==> config.mk <==
export PLATFORM = sky130hd
export DESIGN_NAME = fetch_queue
export DESIGN_NICKNAME = d
export VERILOG_FILES = /design/src/rtl/fetch_queue.sv
export SDC_FILE = /design/constraint.sdc
export NUM_CORES = 1
export LEC_CHECK = 0
export CORE_UTILIZATION = 45
export CTS_CLUSTER_DIAMETER = 120
export DETAILED_ROUTE_END_ITERATION = 10
export MAX_ROUTING_LAYER = met4
export PLACE_DENSITY = 0.72
export SLEW_MARGIN = 30
export SYNTH_ARGS = -nofsm -noshare
export SYNTH_HDL_FRONTEND = slang
export SYNTH_SLANG_ARGS = --single-unit
==> constraint.sdc <==
create_clock -name clk -period 3.4 [get_ports clk]
set_input_delay 0.34 -clock clk [delete_from_list [all_inputs] [get_ports clk]]
set_output_delay 0.34 -clock clk [all_outputs]
set_load 0.01 [all_outputs]
==> src/rtl/fetch_queue.sv <==
// Instruction fetch queue: buffers {pc, instr} IMEM responses for decode and discards stale responses after a redirect.
// Optional same-cycle bypass of an empty queue is enabled by defining FQ_BYPASS_EN.
`ifndef PC_WIDTH
`define PC_WIDTH 32
`endif

module fetch_queue #(
  parameter int                 DEPTH    = 4,
  parameter int                 PC_W     = `PC_WIDTH,
  parameter int                 INSTR_W  = 32,
  parameter int                 IMEM_LAT = 1,
  parameter logic [INSTR_W-1:0] NOP      = 32'h0000_0013
) (
  input  logic                   clk,
  input  logic                   rst_n,
  input  logic                   flush,
  input  logic                   in_valid,
  input  logic [PC_W-1:0]        in_pc,
  input  logic [INSTR_W-1:0]     in_instr,
  output logic                   out_valid,
  input  logic                   out_ready,
  output logic [PC_W-1:0]        out_pc,
  output logic [INSTR_W-1:0]     out_instr,
  output logic                   fq_stall,
  output logic [$clog2(DEPTH):0] fq_count
);

  localparam int AW = $clog2(DEPTH);
  localparam int CW = AW + 1;

  logic [AW-1:0]      wr_ptr;
  logic [AW-1:0]      rd_ptr;
  logic [CW-1:0]      count;
  logic [1:0]         drop_cnt;
  logic [PC_W-1:0]    pc_mem    [DEPTH];
  logic [INSTR_W-1:0] instr_mem [DEPTH];

  logic head_valid;
  logic accept;
  logic bypass;
  logic take;
  logic pop_mem;
  logic push_mem;

  assign head_valid = (count != '0);
  assign accept     = in_valid && (drop_cnt == 2'd0) && !flush;

`ifdef FQ_BYPASS_EN
  assign bypass = accept && !head_valid;
`else
  assign bypass = 1'b0;
`endif

  // A bypassed entry consumed in the same cycle never touches storage.
  assign take     = bypass && out_ready;
  assign pop_mem  = head_valid && out_ready;
  assign push_mem = accept && !take && ((count < CW'(DEPTH)) || pop_mem);

  always_ff @(posedge clk or negedge rst_n) begin
    if (!rst_n) begin
      wr_ptr   <= '0;
      rd_ptr   <= '0;
      count    <= '0;
      drop_cnt <= 2'd0;
    end else if (flush) begin
      wr_ptr   <= '0;
      rd_ptr   <= '0;
      count    <= '0;
      drop_cnt <= 2'(IMEM_LAT);
    end else begin
      if (drop_cnt != 2'd0) drop_cnt <= drop_cnt - 2'd1;
      if (push_mem) wr_ptr <= wr_ptr + 1'b1;
      if (pop_mem)  rd_ptr <= rd_ptr + 1'b1;
      if (push_mem && !pop_mem)      count <= count + 1'b1;
      else if (pop_mem && !push_mem) count <= count - 1'b1;
    end
  end

  always_ff @(posedge clk) begin
    if (push_mem) begin
      pc_mem[wr_ptr]    <= in_pc;
      instr_mem[wr_ptr] <= in_instr;
    end
  end

  always_comb begin
    out_valid = head_valid || bypass;
    out_pc    = '0;
    out_instr = NOP;
    if (head_valid) begin
      out_pc    = pc_mem[rd_ptr];
      out_instr = instr_mem[rd_ptr];
    end else if (bypass) begin
      out_pc    = in_pc;
      out_instr = in_instr;
    end
  end

  assign fq_stall = (count >= CW'(DEPTH - 1));
  assign fq_count = count;

endmodule
== Word-level counts from Yosys, hierarchy flattened ==
Memories as Yosys holds them, arrays and structs flattened.
Index checks and enable logic that the tools add are counted.

* Register bits after elaboration: 9
* RAM bits: 256
* Bits of input ports: 69
* Output and inout port bits: 69
* Logic and storage cells: 43
* Memories: 2

{| class="wikitable"
|+ Memory list
! memory !! depth !! width !! rd ports !! clocked after Yosys merged registers in !! wr ports !! line !! source
|-
| instr_mem || 4 || 32 || 1 || 0 || 1 || 36 || <nowiki>logic [INSTR_W-1:0] instr_mem [DEPTH];</nowiki>
|-
| pc_mem || 4 || 32 || 1 || 0 || 1 || 35 || <nowiki>logic [PC_W-1:0] pc_mem [DEPTH];</nowiki>
|}

* $add $sub $neg: 5
* Magnitude comparators: 2
* Muxes and demuxes: 13
* Reductions and logical operators: 17

{| class="wikitable"
|+ Operators with widths
! cell !! number
|-
| 2-to-1 mux 32 bit || 2
|-
| 2-to-1 mux 2 bit || 6
|-
| 2-to-1 mux 3 bit || 3
|-
| nonzero test 2 bit || 4
|-
| logical AND 1 bit || 6
|-
| nonzero test 3 bit || 2
|-
| adder 2 x 1 -> 2 bit, second input constant || 2
|-
| adder 3 x 1 -> 3 bit, second input constant || 1
|-
| greater-or-equal comparator 3 x 2 -> 1 bit, second input constant || 1
|-
| logical NOT 1 bit || 3
|-
| less-than comparator 3 bit, second input constant || 1
|-
| subtractor 3 x 1 -> 3 bit, second input constant || 1
|-
| logical NOT 2 bit || 1
|-
| 2-to-1 mux 1 bit || 2
|-
| subtractor 2 x 1 -> 2 bit, second input constant || 1
|-
| logical OR 1 bit || 1
|}

== Depth between registers and ports, before layout ==
Gate-level depths: netlist (run 1).

* Depth in word-level cells: 9
* Mapped depth: 9
* Mapped depth without buffers: 9

== Least setup slack after synthesis (run 1) ==
Ideal clock, no wire load.

* Path kind: register -> register
* From: register drop_cnt[0]
* To: memory instr_mem[0][0], enable pin
* Library setup time: 0.429 ns
* Arrival time: 2.599 ns
* Data required time: 2.971 ns
* Setup slack: 0.372 ns
* Stages on the path, launching flop included: 6
* Path buffers: 0
* Period minus slack after synthesis: 3.028 ns
* Path through: dfrtp_1 > inv_1 > ha_1 > nand2_1 > nor3_4 > and2_1

* Longest elaborated chain between the ends: 6

{| class="wikitable"
|+ RTL lines
! item !! line !! source
|-
| start, declared || 34 || <nowiki>logic [1:0] drop_cnt;</nowiki>
|-
| start signal, assigned || 69 || <nowiki>drop_cnt <= 2'(IMEM_LAT);</nowiki>
|-
| start signal, assigned || 71 || <nowiki>if (drop_cnt != 2'd0) drop_cnt <= drop_cnt - 2'd1;</nowiki>
|-
| logical NOT 2 bit || 46 || <nowiki>assign accept = in_valid && (drop_cnt == 2'd0) && !flush;</nowiki>
|-
| logical AND 1 bit (2 in series) || 46 ||
|-
| logical AND 1 bit || 57 || <nowiki>assign push_mem = accept && !take && ((count < CW'(DEPTH)) || pop_mem);</nowiki>
|-
| 2-to-1 mux 1 bit || 80 || <nowiki>if (push_mem) begin</nowiki>
|-
| 2-to-1 mux 1 bit (implied by the code) || 82 || <nowiki>instr_mem[wr_ptr] <= in_instr;</nowiki>
|-
| end, declared || 36 ||
|}

No other way between the ends.

== Final worst setup path (run 1) ==
* From: register rd_ptr[0]
* To: output out_instr[13]

* Longest elaborated chain between the ends: 2

{| class="wikitable"
|+ RTL lines
! item !! line !! source
|-
| start, declared || 32 || <nowiki>logic [AW-1:0] rd_ptr;</nowiki>
|-
| start signal, assigned || 73 || <nowiki>if (pop_mem) rd_ptr <= rd_ptr + 1'b1;</nowiki>
|-
| memory (4 x 32 bit) || -- ||
|-
| 2-to-1 mux 32 bit || 90 || <nowiki>if (head_valid) begin</nowiki>
|-
| end, declared || 23 || <nowiki>output logic [INSTR_W-1:0] out_instr,</nowiki>
|}

No other way between the ends.

==> metrics.cfg, run 1 <==
[synthesis]
syn_area_mm2=0.01022
synthArstFlopShare_pct=3.396
synth_nets=540
synth_edf_count=256
dominantRegCellSynth=edfxtp_1
ys_seq_area_share_pct=77.42
syn_area_per_cell_um2=21.98
ys_ff_latch=265
synth_warnings=0
netlist-cell-type-count=30
syn_inst=465

[clocking]
cts_max_level=1
clockRootBuffer=clkbuf_16
cts_resized=0
clk_pin_slew_ps=60
cts_buffers=27
clock_path_buffers=3
postCtsSetupBuffers=0
clock_sinks=265
clock_latency_ps=510
hold_buffers=0
cts_tree=built

[route]
viasPerCell=5.302
postRouteWirelength_mm=19.27
post_drt_wl_per_cell_um=20.92
drc=8
firstDrtPassIters=10
vias=4883
ant_nets=0
drt_iter0_markers=307

[setup_path]
max_stage_delay_ps=750
r2r-start=fq_count[0]
crit_path_cell_trace=buf_12 -> mux4_2 -> and2_1 -> clkdlybuf4s50_1
startpoint_type=flip-flop
critical_path.endpoint_type=output pin
reg2reg_depth=7
worst_path_max_delay_cell=dfrtp_4
ff2ff_setup_slack_ps=840
arrival_ps=2820
cp_max_fo=25
rr_endpoint=fq_count[1]
crit_required_ps=3060
critPathKind=reg2out

[sta]
tightest_slew_ps=756.4
skew_ps=5.890
slew_violations=0
finalSetupTns_ps=0
fin_crit_sh_pct=93.00
slew_headroom_pct=49.57
period_needed_ps=3162
grt_setup_unrepaired=no
fmax_ghz=0.3163
final_hold_viol_count=0
finalSetupViolations=0

[global_routing]
grt-ovfl-total=0
top_usage_layer=met2
grt_pass1_wl_mm=30.33
grt_max_degree=44
track_usage_pct=17.69
grtUsageMet3_pct=3.413
grt_util_met1_pct=22.41
grt_use_met2_pct=29.38
antenna_found_initial=0
grt_pass1_vias=5318

[final_layout]
drive_above_1_share_pct=19.34
n_antenna_cell=0
final_util_pct=58.54
area_growth_pct=26.18
nNetsFinal=697
final_cell_area_mm2=0.01289

[power]
swShare_pct=26.12
powerDensity_mw_per_mm2=746.7
internal_power_mw=7.113
p_seq_share_pct=40.1
p_sw_mw=2.515
vdd_drop_max_uv=541.7
combPwrFrac_pct=30.0
p_clk_share_pct=29.9
leakage_nw=4.118

[die]
initial_core_util_pct=46.40
fp.dieW_um=152.7
rows=54
die_area_mm2=0.02332
die_y_um=152.7
core-area_mm2=0.02203
ios=138

[job]
cap_violations=0

[status]
violations=design-rule violations
status=complete, but fails checks

[placement]
hpwl_mm=11.84
place_congestion=0.7690
io_buffers=137
dpl_cell_area_mm2=0.01203

[worst_hold_path]
worst_hold_path_type=in2async

-- registers in the layout (all words and copies together) (netlist names) --
register	cells
wr_ptr	2
drop_cnt	2
instr_mem	128
pc_mem	128
fq_count	3
rd_ptr	2
-- synthesized netlist by cell type (2+ instances only) --
cell type    n  share of area [%]
ha_1         5               0.61
or2_2        3               0.18
nand3_1      2              0.098
xor2_1       3               0.26
and2_1      66                4.0
buf_4        5               0.37
nand2_1      3               0.11
buf_2        6               0.29
a21oi_1      2              0.098
clkbuf_1     8               0.29
buf_1        2              0.073
mux2_1       2               0.22
mux4_2      64                 14
nor2_1      10               0.37
edfxtp_1   256                 75
dfrtp_1      9                2.2
inv_1        6               0.22
-- power by group through the flow --
| stage | sequential (mW) | clock, mW | combinational [mW] |
|---|---|---|---|
| detailed placement | 3.94 | 0 | 2.95 |
| floorplan | 3.84 | 0 | 1.59 |
| global placement | 3.93 | 0 | 2.93 |
| global route | 3.89 | 3.06 | 3.11 |
| finish | 3.87 | 2.88 | 2.89 |
| CTS | 3.88 | 2.93 | 2.97 |
-- routing by layer --
| layer | wire length, um | part of all wire, % | vias up |
|---|---|---|---|
| met5 | 0 | 0 | - |
| met3 | 1249 | 6.5 | 33 |
| met4 | 461 | 2.4 | 0 |
| li1 | - | - | 2187 |
| met2 | 9775 | 51 | 166 |
| met1 | 7785 | 40 | 2497 |
-- worst max-delay path: cells and delay by family, from the launching register on --
kind,cells,cell delay [ps]
flip-flops,1,750
multiplexers,1,560
buffers and inverters,2,780
AND/OR/NAND/NOR,1,190
-- kinds of logic after synthesis --
family / share of synthesized area, %
adder cells (fa/ha/maj): 0.8080
AO/OA/AOI/OAI: 0.4530
AND/OR/NAND/NOR: 5.179
buffers and inverters: 1.286
flip-flops: 77.42
multiplexers: 14.43
XOR/XNOR: 0.4163
-- layout make-up --
type,instances,area [um^2]
sequential,265,7920
clock buffer,33,698.2
inverter,7,26.28
clock inverter,15,165.2
timing repair buffer,149,1549
multi-input combinational,172,2186
tap,280,350.3
fill,1608,9131
-- placed cells by master (no fill, tap or decap), types with 2 or more instances in the layout --
master and n:
and2_4 4, and2_1 62, clkinv_2 3, dfrtp_1 7, inv_1 6, buf_12 7
mux4_2 64, buf_4 5, dfrtp_4 2, nand2_1 3, clkbuf_16 27, ha_1 5
nor2_1 10, clkbuf_1 6, a21oi_1 2, nand3_1 2, mux2_1 2, or2_2 3
clkinv_1 8, edfxtp_1 256, bufinv_16 4, clkdlybuf4s50_1 137, xor2_1 3
-- worst max-delay path by stage --
stage / from / endpoint
6_report: rd_ptr[0] / out_instr[13]
5_1_grt: rd_ptr[0] / out_instr[13]
4_1_cts: rd_ptr[0] / out_instr[13]
3_5_place_dp: flush / instr_mem[1][24]
3_3_place_gp: flush / instr_mem[3][24]
2_1_floorplan: drop_cnt[0] / instr_mem[0][0]
-- per-stage QoR --
stage | hold slack (ps) | std cells | worst slack [ps] | total power, mW
final | 144.8 | 921 | 238.2 | 9.629
after global routing | 143.1 | 921 | 78.68 | 10.06
after CTS | 132.7 | 921 | 146.6 | 9.773
after detailed placement | 509.4 | 873 | 663.2 | 6.890
after global placement | 490.9 | 873 | 738.6 | 6.861
after floorplan | 44.41 | 465 | 371.8 | 5.429
No activity file was read; power rests on OpenSTA's default activity.
==> run 2, diff against run 1 <==
- ABC_AREA: unset -> 1
==> run 2 against run 1 <==
The run now ends clean. Global-route usage increased by 1.5 points. Clock power shrank 6%. Utilization down 1.4 points. Final cell count up 38%. Synthesized cell count is 78% higher. Sequential power about the same. Routed wire length rose by 15%. Register-to-register slack better by 170 ps. Total power grew 2.3%. Via count increased by 36%. Largest cell class unchanged.
==> metrics.cfg, run 2 <==
[status]
status=complete, no violations

[synthesis]
dominantRegCellSynth=edfxtp_1
synth_top_cells_by_count=nor2_1, edfxtp_1, o21ai_0
ys_ff_latch=265  ; unchanged
netlist-cell-type-count=22  ; -27%
syn_inst=829  ; +78%
synth.top_cells.by_area=edfxtp_1, nor2_1, o21ai_0
synth_xor_area_share_pct=0.08363  ; -0.33 points
synthAdderAreaFrac_pct=0.7885  ; -0.020 points
synth_edf_count=256  ; unchanged
ys_seq_area_share_pct=75.56  ; -1.9 points
syn_area_mm2=0.01047  ; +2.5%
muxShareOfSynthArea_pct=0  ; -14 points
synth_nets=904  ; +67%
yosysMostFrequentCell=nor2_1
synth-compound-area-share_pct=9.522  ; +9.1 points
yosys.area_share.simple_pct=10.68  ; +5.5 points
syn_area_per_cell_um2=12.63  ; -43%
synth_top_family_by_area=simple AND/OR/NAND/NOR gates
netlist.area_leader.share_pct=73.41  ; -1.8 points
synth_warnings=0  ; unchanged
synthArstFlopShare_pct=3.396  ; unchanged
synth_top_area_cell=edfxtp_1

[clocking]
cts_max_level=1  ; unchanged
hold_buffers=0  ; unchanged
cts_tree=built
cts_buffers=27  ; unchanged
clock_path_buffers=3  ; unchanged
postCtsSetupBuffers=0  ; unchanged
clockRootBuffer=clkbuf_16
clk_pin_slew_ps=60  ; about the same
cts_resized=0  ; unchanged
clock_sinks=265  ; unchanged
clock_latency_ps=520  ; about the same

[final_layout]
final_util_pct=57.16  ; -1.4 points
layout_commonest_cell=nor2_1
nNetsFinal=1038  ; +49%
regArea_mm2=0.007918  ; about the same
layout_common_cells=nor2_1, edfxtp_1, clkdlybuf4s50_1, o21ai_0, a21oi_1
area_growth_pct=23.94
multi_input_area_mm2=0.002237  ; +2.3%
fill_cells=1766  ; +9.8%
drive_above_1_share_pct=6.014  ; -13 points

[route]
vias=6617  ; +36%
postRouteWirelength_mm=22.08  ; +15%
firstDrtPassIters=4  ; -6
ant_nets=0  ; unchanged
viasPerCell=5.223  ; -1.5%
drt_iter0_markers=435  ; +42%
post_drt_wl_per_cell_um=17.42  ; -17%
drc=0  ; -8

[setup_path]
cp_max_fo=39  ; +56%
cp_top_family=buffers and inverters
crit_required_ps=3060  ; about the same
crit_path_cell_trace=buf_4 -> nor2_1 -> o311ai_0 -> clkdlybuf4s50_1
arrival_ps=2840  ; +20 ps
max_stage_delay_ps=730  ; -20 ps
critPathKind=reg2out
critical_path.endpoint_type=output pin
worst_path_max_delay_cell=dfrtp_4
critPathBufInv=2  ; unchanged
startpoint_type=flip-flop

[sta]
skew_ps=8.175  ; +2.285 ps
final_hold_viol_count=0  ; unchanged
slew_headroom_pct=44.74  ; -4.8 points
tightest_slew_ps=828.9  ; +72.45 ps
slew_violations=0  ; unchanged
grt_setup_unrepaired=no
period_needed_ps=3184  ; +22.32 ps
fin_crit_sh_pct=93.65  ; +0.66 points
finalSetupViolations=0  ; unchanged
fmax_ghz=0.3141  ; -0.70%

[die]
ios=138  ; unchanged
initial_core_util_pct=46.12  ; -0.28 points
fp.dieW_um=154.6  ; +1.2%
core-area_mm2=0.02271  ; +3.1%
die_area_mm2=0.02389  ; +2.4%
die_y_um=154.6  ; +1.2%
rows=55  ; +1.9%

[global_routing]
grt_pass1_vias=6667  ; +25%
track_usage_pct=19.23  ; +1.5 points
grt_pass1_wl_mm=34.84  ; +15%
grt-ovfl-total=0  ; unchanged
grt_max_degree=94  ; +110%
antenna_found_initial=1  ; +1

[power]
vdd_drop_max_uv=473.8  ; -13%
powerDensity_mw_per_mm2=759.0  ; +1.6%
leakage_nw=4.379  ; +6.3%
total_power_mw=9.851  ; +2.3%

[placement]
place_congestion=0.7711  ; +0.27%
hpwl_mm=12.45  ; +5.2%
io_buffers=137  ; unchanged

[worst_hold_path]
worst_hold_path_type=in2async

[job]
cap_violations=0  ; unchanged

## run 2: changes by cell type after synthesis, sizes merged, moves of 4 or more
cell,delta
mux4,-64
o21ai,+129
and2,-66
nand2,+13
nand3,+5
inv,+12
clkbuf,+13
a21oi,+62
nor2,+255
buf,+15
xor2,-4
## run 2: cells by family after synthesis
logic type | count (synthesis)
adder cells (fa/ha/maj) | 6
AND/OR/NAND/NOR | 292
XOR/XNOR | 1
flip-flops | 265
AO/OA/AOI/OAI | 197
buffers and inverters | 68
## run 2: per-layer routing
| metal | share of wire (%) | wire length [um] | vias to the layer above | global-route usage, % |
|---|---|---|---|---|
| li1 | - | - | 3204 | - |
| met5 | 0 | 0 | - | - |
| met3 | 5.7 | 1262 | 35 | 3.418 |
| met1 | 44 | 9668 | 3187 | 24.87 |
| met2 | 48 | 10690 | 191 | 31.59 |
| met4 | 2.1 | 456 | 0 | 4.856 |
## run 2: stage by stage
stage	hold slack, ps	cell area, um^2	setup WS (ps)	setup TNS [ps]	cells
finish	123.1	12980	215.8	0	1267
global placement	474.0	12170	774.7	0	1219
CTS	116.3	12980	199.2	0	1266
global route	149.4	12980	61.19	0	1267
detailed placement	486.7	12170	746.8	0	1219
floorplan	44.41	10470	-733.3	-187720	829
## run 2: cell type report
cell class / instances / share of cell area [%]
clock buffers: 35 / 5.437
flip-flops and latches: 265 / 61.00
clock inverters: 12 / 0.7808
multi-input cells: 496 / 17.24
inverters: 19 / 0.5591
repair buffers: 154 / 12.22
diodes: 1 / 0.01928
well taps: 285 / 2.747
## run 2: worst register-to-register path, cell delays in order (launching register included)
cell and delay [ps]:
dfrtp_1 350, inv_1 90, ha_1 190, inv_1 60, nor2_1 160, nand3_1 390
nor2_4 200, buf_4 530
## run 2: power by group
group,total [mW],leakage (nW),internal [mW],switching (mW)
Sequential,3.84,2.42,3.73,0.105
Clock,2.72,0.393,1.60,1.12
Combinational,3.30,1.56,1.48,1.82
Total,9.85,4.38,6.80,3.05
## run 2: final timing paths
check	from	to	slack, ps	cells past startpoint
worst max-delay path	rd_ptr[0]	out_instr[4]	220	4
worst min-delay path	rst_n	fq_count[0]	120	1
worst max register to register	drop_cnt[0]	instr_mem[1][14]	1010	7
worst min register to register	drop_cnt[1]	drop_cnt[1]	500	2
max in group asynchronous	rst_n	rd_ptr[0]	2960	1
min in group clk	in_pc[1]	pc_mem[3][1]	460	1
==> run 3, diff against run 2 <==
- GPL_ROUTABILITY_DRIVEN: unset -> 0
==> results of run 3 <==
No change in the layout: final DEF, timing and power equal those of run 2.
